--- src/rtl/modulo_transferencia_rolhas.sv ---
// Cork transfer block: moves a requested number of corks into the main reservoir over a 4-phase req/ack handshake.
// Optional feature macro ROLHAS_CONSUMO_EN enables decrementing the reservoir on consumo pulses.
module modulo_transferencia_rolhas #(
    parameter int CAPACIDADE = 99,
    parameter int MINIMO     = 15
) (
    input  logic       clk,
    input  logic       clr,
    input  logic       req,
    input  logic [6:0] qtd,
    input  logic       consumo,
    output logic       ack,
    output logic       erro,
    output logic       ocupado,
    output logic [6:0] reg_principal,
    output logic       ro,
    output logic       min_signal
);

    localparam logic [7:0] CAP8 = 8'(CAPACIDADE);
    localparam logic [7:0] MIN8 = 8'(MINIMO);

    typedef enum logic [1:0] {IDLE, CHECK, TRANSFER, DONE} state_t;

    state_t     state_q, state_d;
    logic [6:0] remaining_q, remaining_d;
    logic [6:0] reg_q, reg_d;
    logic       ack_q, ack_d;
    logic       erro_q, erro_d;
    logic       ocupado_q, ocupado_d;
    logic [7:0] soma;
    logic       incremento;
    logic       consumo_ef;

`ifdef ROLHAS_CONSUMO_EN
    assign consumo_ef = consumo;
`else
    logic consumo_unused;
    assign consumo_unused = consumo;
    assign consumo_ef     = 1'b0;
`endif

    assign soma = {1'b0, reg_q} + {1'b0, remaining_q};

    always_comb begin
        state_d     = state_q;
        remaining_d = remaining_q;
        ack_d       = ack_q;
        erro_d      = erro_q;
        incremento  = 1'b0;
        case (state_q)
            IDLE: begin
                ack_d  = 1'b0;
                erro_d = 1'b0;
                if (req) begin
                    remaining_d = qtd;
                    state_d     = CHECK;
                end
            end
            CHECK: begin
                if (soma > CAP8) begin
                    erro_d  = 1'b1;
                    state_d = DONE;
                end else if (remaining_q == 7'd0) begin
                    erro_d  = 1'b0;
                    state_d = DONE;
                end else begin
                    state_d = TRANSFER;
                end
            end
            TRANSFER: begin
                if (remaining_q != 7'd0) begin
                    incremento  = 1'b1;
                    remaining_d = remaining_q - 7'd1;
                end
                if (remaining_q <= 7'd1) begin
                    state_d = DONE;
                end
            end
            DONE: begin
                // ack follows one edge after entering DONE, so both paths share the same extra cycle
                if (!req) begin
                    state_d = IDLE;
                    ack_d   = 1'b0;
                    erro_d  = 1'b0;
                end else begin
                    ack_d = 1'b1;
                end
            end
            default: state_d = IDLE;
        endcase
        ocupado_d = (state_d != IDLE);

        // A consumo pulse in an increment cycle cancels that increment
        reg_d = reg_q;
        if (incremento && !consumo_ef) begin
            if ({1'b0, reg_q} < CAP8) begin
                reg_d = reg_q + 7'd1;
            end
        end else if (!incremento && consumo_ef && reg_q != 7'd0) begin
            reg_d = reg_q - 7'd1;
        end
    end

    always_ff @(posedge clk or negedge clr) begin
        if (!clr) begin
            state_q     <= IDLE;
            remaining_q <= 7'd0;
            reg_q       <= 7'd0;
            ack_q       <= 1'b0;
            erro_q      <= 1'b0;
            ocupado_q   <= 1'b0;
        end else begin
            state_q     <= state_d;
            remaining_q <= remaining_d;
            reg_q       <= reg_d;
            ack_q       <= ack_d;
            erro_q      <= erro_d;
            ocupado_q   <= ocupado_d;
        end
    end

    assign ack           = ack_q;
    assign erro          = erro_q;
    assign ocupado       = ocupado_q;
    assign reg_principal = reg_q;
    assign ro            = (reg_q == 7'd0);
    assign min_signal    = ({1'b0, reg_q} < MIN8);

endmodule

--- config.mk ---
export PLATFORM = sky130hd
export DESIGN_NAME = modulo_transferencia_rolhas
export DESIGN_NICKNAME = d
export VERILOG_FILES = /design/src/rtl/modulo_transferencia_rolhas.sv
export SDC_FILE = /design/constraint.sdc
export NUM_CORES = 1
export LEC_CHECK = 0
export CORE_MARGIN = 8
export CORE_UTILIZATION = 25
export CTS_BUF_LIST = sky130_fd_sc_hd__clkbuf_8
export CTS_CLUSTER_DIAMETER = 120
export DETAILED_ROUTE_END_ITERATION = 8
export DONT_BUFFER_PORTS = 1
export GPL_TIMING_DRIVEN = 0
export PLACE_DENSITY_LB_ADDON = 0.08
export SLEW_MARGIN = 10
export SYNTH_ARGS = -nofsm -noshare
export SYNTH_HDL_FRONTEND = slang
export SYNTH_SLANG_ARGS = --single-unit
--- constraint.sdc ---
create_clock -name clk -period 6.77 [get_ports clk]
set_input_delay 1.354 -clock clk [delete_from_list [all_inputs] [get_ports clk]]
set_output_delay 1.354 -clock clk [all_outputs]
set_load 0.005 [all_outputs]
=== Word-level counts from Yosys, hierarchy flattened ===
Index checks and enable logic that the tools add are counted.
W data, S select, Z words.

* Output and inout port bits: 12
* Flip-flop bits (word level): 19
* Bits of input ports: 11

* Add/sub/neg operators: 3
* $lt $le $gt $ge: 4
* Muxes and demuxes: 17
* Equal/unequal tests: 7
* Reduce and logical (&&, ||, !) cells: 11

{| class="wikitable"
|+ Operators by type and width
! operator !! count
|-
| $logic_not A7 Y1 || 2
|-
| $mux W7 || 2
|-
| $pmux W7 S2 || 1
|-
| $add A7 B7 Y8 || 1
|-
| $gt A8 B7 Y1 const B || 1
|-
| $mux W1 || 8
|-
| $pmux W2 S4 || 1
|-
| $add A7 B1 Y7 const B || 1
|-
| $le A7 B1 Y1 const B || 1
|-
| $lt A7 B4 Y1 const B || 1
|-
| $lt A7 B7 Y1 const B || 1
|-
| $reduce_bool A7 Y1 || 1
|-
| $sub A7 B1 Y7 const B || 1
|-
| $mux W2 || 3
|-
| $ne A2 B2 Y1 const B || 3
|-
| $reduce_and A3 Y1 || 2
|-
| $reduce_bool A2 Y1 || 3
|-
| $eq A2 B2 Y1 const B || 2
|-
| $ne A3 B3 Y1 const B || 1
|-
| $pmux W1 S3 || 1
|-
| $reduce_bool A3 Y1 || 1
|-
| $eq A2 B1 Y1 const B || 1
|-
| $logic_not A2 Y1 || 1
|-
| $pmux W1 S2 || 1
|-
| $reduce_and A2 Y1 || 1
|}

=== Longest topological paths before layout ===
Gate-level depths: netlist (run 1).

* Word-level depth: 5
* Mapped depth: 8
* Gate-level depth less buffers: 8

=== Worst setup path before layout (run 1) ===
OpenSTA, ideal clock, no wires.

* Path kind: register -> output
* Start point: reg reg_q[5] (netlist: reg_principal[5])
* End point: out ro
* Stages on the path, launching flop included: 3
* Arrival: 1.151 ns
* Path slack: 4.265 ns
* Required time: 5.416 ns
* Path buffers: 0
* Cell sequence: dfrtp_1 -> or3_1 -> nor4b_1

* Cells in the longest elaborated chain, start to end: 1

{| class="wikitable"
|+ Ends and longest elaborated chain
! item !! RTL line !! RTL
|-
| start, declared || 27 || <nowiki>logic [6:0] reg_q, reg_d;</nowiki>
|-
| start signal, assigned || 116 || <nowiki>reg_q <= reg_d;</nowiki>
|-
| $logic_not A7 Y1 || 127 || <nowiki>assign ro = (reg_q == 7'd0);</nowiki>
|-
| end, declared || 16 || <nowiki>output logic ro,</nowiki>
|}

No other way between the ends.

=== Final worst setup path (run 1) ===
Same ends and word-level chain as after synthesis.

==> results of run 1 <==
==> through the flow <==
stage	utilization, %	area, um2	power [uW]	setup WS, ps
3_5_place_dp	27.1	1470	653	4100
6_report	28.0	1510	730	3850
4_1_cts	28.0	1510	740	3810
5_1_grt	28.0	1510	809	3730
3_3_place_gp	27.1	1470	638	4090
2_1_floorplan	-	1380	547	4260
==> tightest hold or removal path, cell delays in order (launching register included) <==
cell and delay (ps):
dfrtp_1 380, nand2_1 50, o21ai_0 60
==> layout by cell type (no fill, tap or decap), types with 2 or more instances in the layout <==
cell type,instances
nor2_1,9
and3_1,2
nand2b_1,3
o2111ai_1,2
nor4b_1,2
o21bai_1,3
xnor2_1,6
a21o_1,2
o21ai_0,13
clkbuf_8,3
nand2_1,19
inv_1,9
ha_1,16
xor2_1,2
nor3_1,3
a21oi_1,13
clkbuf_1,2
o22ai_1,2
nand3_1,5
dfrtp_1,19
==> final timing paths <==
path	endpoint	cells after the start	start	slack [ps]
worst min register to register	ack	2	ack	520
worst max register to register	state_q[0]	8	remaining_q[0]	4290
worst min-delay path	ack	2	ack	520
min in group asynchronous	reg_principal[1]	0	clr	780
max in group asynchronous	remaining_q[0]	0	clr	5910
worst max-delay path	ro	2	reg_principal[5]	3850
==> flip-flops by register name, indices dropped and copies added, names as in the netlist <==
name           count
ack                1
remaining_q        7
reg_principal      7
ocupado            1
state_q            2
erro               1
==> cell type report <==
class	count	area share, %
Sequential cell	19	31.5
Clock buffer	3	2.73
Clock inverter	1	0.331
Inverter	9	2.24
Multi-Input combinational cell	123	56.5
Tap cell	72	5.96
Buffer	3	0.828
==> where the power goes <==
group	leakage [uW]	internal, uW	switching (uW)
Sequential	0.000237	160	72.9
Combinational	0.000398	179	238
Clock	0.0000255	40.9	39.0
Total	0.000661	380	349
==> cells by family after synthesis <==
group / count (synthesis)
multiplexers: 1
XOR/XNOR: 8
AO/OA/AOI/OAI: 46
adder cells (fa/ha/maj): 17
flip-flops: 19
AND/OR/NAND/NOR: 51
buffers and inverters: 12
==> per-layer routing <==
metal	share of wire (%)	wire, um
met1	48	1670
met5	0	0
met3	3.8	134
met2	47	1650
met4	1.0	35
==> key figures, run 1 <==
Detailed routing
  • Post-route ant nets: 0
  • Routed WL: 3.49 mm
  • DR iter-0 viols: 59
  • DR vias: 1145
  • DRC viols: 0
  • Drt wl/cell: 15.2 um
  • Drt via density: 4.98
  • Drt pass-1 iters: 4

Finish
  • Multi-input logic area: 853 um2
  • Fill cells: 602
  • Register area: 475 um2
  • Ant diodes: 0
  • Layout area overhead: 9.92%
  • Nets: 187
  • Final cell count without fillers: 230
  • Share of layout cells above drive strength 1: 5.06%

Pwr
  • Maximum VDD drop: 0.000124 V
  • Power Density: 483 nW/um2
  • P_leak: 0.000661 uW

Setup path
  • CP Class: flip-flop to output port
  • Worst path required time: 5420 ps
  • CP Capture Type: output port
  • Crit path cell chain: or3_1 > nor4b_1
  • Delay-heaviest family, CP: simple AND/OR/NAND/NOR gates
  • CP startpoint kind: flip-flop
  • Slowest stage cell, crit path: dfrtp_1
  • Crit path max fanout: 6
  • CP Buf/Inv Count: 0
  • Largest stage delay on the critical path: 490 ps
  • Worst path arrival time: 1570 ps

Synth
  • Synth Area in Compound Gates: 21.7%
  • Synthesized cell area: 1380 um2
  • Post-synth ARST share: 100%
  • Largest family of logic cells by synthesized area: compound AO/OA/AOI/OAI gates
  • Mapped Cells: 154
  • Syn_area_per_cell: 8.93 um2
  • Yosys warns: 0
  • Synth cell types: 41
  • Synth top area share: 34.6%
  • Post-synth top cells: dfrtp_1, nand2_1, ha_1, a21oi_1, o21ai_0
  • Post-synth EDFFs: 0
  • Synth area leader: dfrtp_1
  • Post-synth net total: 182
  • Adder-Cell Fraction of Synth Area: 16.0%
  • Xor-xnor portion of the synthesized cell area: 5.10%
  • Multiplexer share of the synthesized area: 0.728%
  • Register area share after synthesis: 34.6%
  • Top post-synthesis cells by area: dfrtp_1, ha_1, nand2_1
  • Main flop type after synthesis: dfrtp_1
  • Post-Synth Simple-Gate Area: 18.5%
  • Post-synthesis register bit count: 19

Global route
  • Gr busiest metal: met2
  • Gr usage total: 8.93%
  • Global-route wire length before repair: 5.89 mm
  • M3 GR Usage: 2.16%
  • Vias in the first global route: 1191
  • M2 GR Usage: 14.9%
  • Met1 Usage GRT: 10.8%
  • Total global routing overflow: 0
  • Antenna violations before repair: 0
  • Largest net degree at the start of global routing: 20

Clock tree
  • CTS buffer count: 3
  • H-tree depth: 1
  • Post-CTS Hold Buffers: 0
  • Clock Sinks: 19
  • PostCTS Resize Cnt: 0
  • Register clock-pin slew on the reported worst setup and hold paths: 70 ps
  • Worst skew pair latency: 260 ps
  • Postcts setup bufs: 0
  • Clock root buffer: clkbuf_8
  • CTS tree: built
  • Bufs on Longest Clock Path: 2

Floorplanning
  • CORE AREA: 5410 um2
  • Standard-cell rows: 27
  • Die area: 8130 um2
  • Die X: 90.2 um
  • Die height: 90.2 um
  • Initial core utilization: 25.4%
  • # IOs: 23

Timing
  • Final hold violations: 0
  • Pins Over Slew Limit: 0
  • Post-route clock skew: 1.89 ps
  • Post-Route Setup TNS: 0 ps
  • Fin crit share: 43.1%
  • Relative slew slack: 67.6%
  • Hold WS: 524 ps
  • Max Fclk: 0.342 GHz
  • Worst-Margin Slew: 485 ps
  • RSZ-0062 raised after global routing: false
  • Final setup violation count: 0
  • Final Critical Period: 2920 ps

Placement
  • I/O Buffers: 0
  • Post-DP HPWL: 2.77 mm
  • GP Congestion: 0.787
  • Post-Place Cells: 226

Outcome
  • Status: completed

Worst hold path
  • Hold Path Class: flip-flop to flip-flop

Run
  • Max Cap Viol: 0
(Power assumes the default switching activity.)
==> inputs of run 2 (changes only) <==
==> constraint.sdc (replaced) <==
create_clock -name clk -period 2.8 [get_ports clk]
set_input_delay 0.56 -clock clk [delete_from_list [all_inputs] [get_ports clk]]
set_output_delay 0.56 -clock clk [all_outputs]
set_load 0.005 [all_outputs]
==> run 2 against run 1 <==
Effect of this change: non-clock buffer count rose by 1; worst setup slack got worse by 3500 ps; final area rose by 0.66%; largest cell class unchanged; highest routed layer unchanged.
==> key figures, run 2 (synthesized netlist as in run 1, its figures left out) <==
Outcome
  • Status: completed

Timing
  • Worst-Margin Slew: 923 ps
  • Fin crit share: 88.8%
  • Final setup violation count: 0
  • Final Critical Period: 2490 ps
  • Final hold violations: 0
  • Relative slew slack: 38.3%
  • RSZ-0062 raised after global routing: false
  • Max Fclk: 0.402 GHz
  • Post-Route Setup TNS: 0 ps
  • Post-route clock skew: 0.997 ps
  • Hold WS: 492 ps
  • Pins Over Slew Limit: 0

Placement
  • Post-Place Cells: 226
  • I/O Buffers: 0
  • GP Congestion: 0.787
  • Post-DP HPWL: 2.77 mm

Worst hold path
  • Hold depth: 2
  • Hold Path Class: input pin to flip-flop

Detailed routing
  • Post-route ant nets: 0
  • DR iter-0 viols: 48
  • Drt via density: 4.98
  • DR vias: 1150
  • Drt pass-1 iters: 4
  • Routed WL: 3.51 mm
  • Drt wl/cell: 15.2 um
  • DRC viols: 0

Floorplanning
  • Die height: 90.2 um
  • CORE AREA: 5410 um2
  • # IOs: 23
  • Die X: 90.2 um
  • Die area: 8130 um2
  • Standard-cell rows: 27
  • Initial core utilization: 25.4%

Global route
  • Largest net degree at the start of global routing: 20
  • Total global routing overflow: 0
  • Vias in the first global route: 1198
  • Antenna violations before repair: 0
  • Global-route wire length before repair: 5.89 mm
  • Gr usage total: 8.93%

Clock tree
  • H-tree depth: 1
  • Worst skew pair latency: 260 ps
  • CTS buffer count: 3
  • Postcts setup bufs: 0
  • Register clock-pin slew on the reported worst setup and hold paths: 70 ps
  • CTS tree: built
  • Clock root buffer: clkbuf_8
  • Bufs on Longest Clock Path: 2
  • Clock Sinks: 19

Finish
  • Layout area overhead: 10.6%
  • Final cell count without fillers: 231
  • Share of layout cells above drive strength 1: 5.03%
  • Multi-input logic area: 853 um2
  • Fill cells: 601
  • Commonest non-fill, non-tap cells in the layout: nand2_1, dfrtp_1, ha_1, a21oi_1, o21ai_0
  • Ant diodes: 0
  • Register area: 475 um2
  • Nets: 188

Setup path
  • Worst path required time: 2930 ps
  • R2r worst-path depth: 8
  • Crit path max fanout: 7
  • Worst path arrival time: 2610 ps
  • CP startpoint kind: flip-flop
  • CP Capture Type: flip-flop
  • CP Class: flip-flop to flip-flop

Run
  • Max Cap Viol: 0

Pwr
  • Maximum VDD drop: 0.000299 V
  • Power Density: 1160 nW/um2
  • P_leak: 0.000665 uW
  • Final Power: 1770 uW
run 2: changes by cell type in the layout (fill, tap and decap cells not counted):
cell / before / now
dlygate4sd3_1: 0 / 1
run 2: cell type report:
class / instances / share of cell area (%)
Clock inverter: 1 / 0.329
Timing Repair Buffer: 1 / 0.658
Multi-Input combinational cell: 123 / 56.1
Sequential cell: 19 / 31.2
Clock buffer: 3 / 2.71
Buffer: 3 / 0.822
Tap cell: 72 / 5.92
Inverter: 9 / 2.22
run 2: stage by stage:
step | instance area (um2) | util [%] | setup WS [ps]
floorplan | 1380 | - | 673
global placement | 1470 | 27.1 | 366
detailed placement | 1470 | 27.1 | 338
CTS | 1520 | 28.1 | 316
global route | 1520 | 28.1 | 148
finish | 1520 | 28.1 | 314
run 2: path summary, 6_finish.rpt:
kind                                 from          endpoint  slack, ps
min in group asynchronous             clr  reg_principal[1]        880
max                        remaining_q[0]        state_q[0]        310
min                                   req    remaining_q[6]        490
min reg2reg                           ack               ack        530
max reg2reg                remaining_q[0]        state_q[0]        310
max in group asynchronous             clr    remaining_q[4]       1350
run 2: critical path: stages (launching register included):
cell	delay, ps
dfrtp_1	470
ha_1	240
fa_1	430
a21o_1	190
a21oi_2	170
o21bai_1	100
o2bb2ai_1	140
o41ai_2	470
a21oi_1	140
run 2: metal layers:
layer  global-route usage, %  up-vias  wire length [um]
li1                        -      563                 -
met1                    10.8      566              1670
met2                    14.9       17              1650
met3                    2.24        4               146
met4                    3.33        0                35
met5                       0        -                 0
run 2: where the power goes:
| part | switching, uW | internal (uW) | total (uW) | leakage [uW] |
|---|---|---|---|---|
| clock network | 94.0 | 99.0 | 193 | 0.0000255 |
| registers | 177 | 387 | 564 | 0.000237 |
| logic | 581 | 434 | 1010 | 0.000402 |
run 2: repair_timing:
| action | 4_1_cts | 5_1_grt |
|---|---|---|
| gates resized for setup | 0 | 0 |
| hold endpoints to repair | 19 | 0 |
| hold buffers | 1 | 0 |
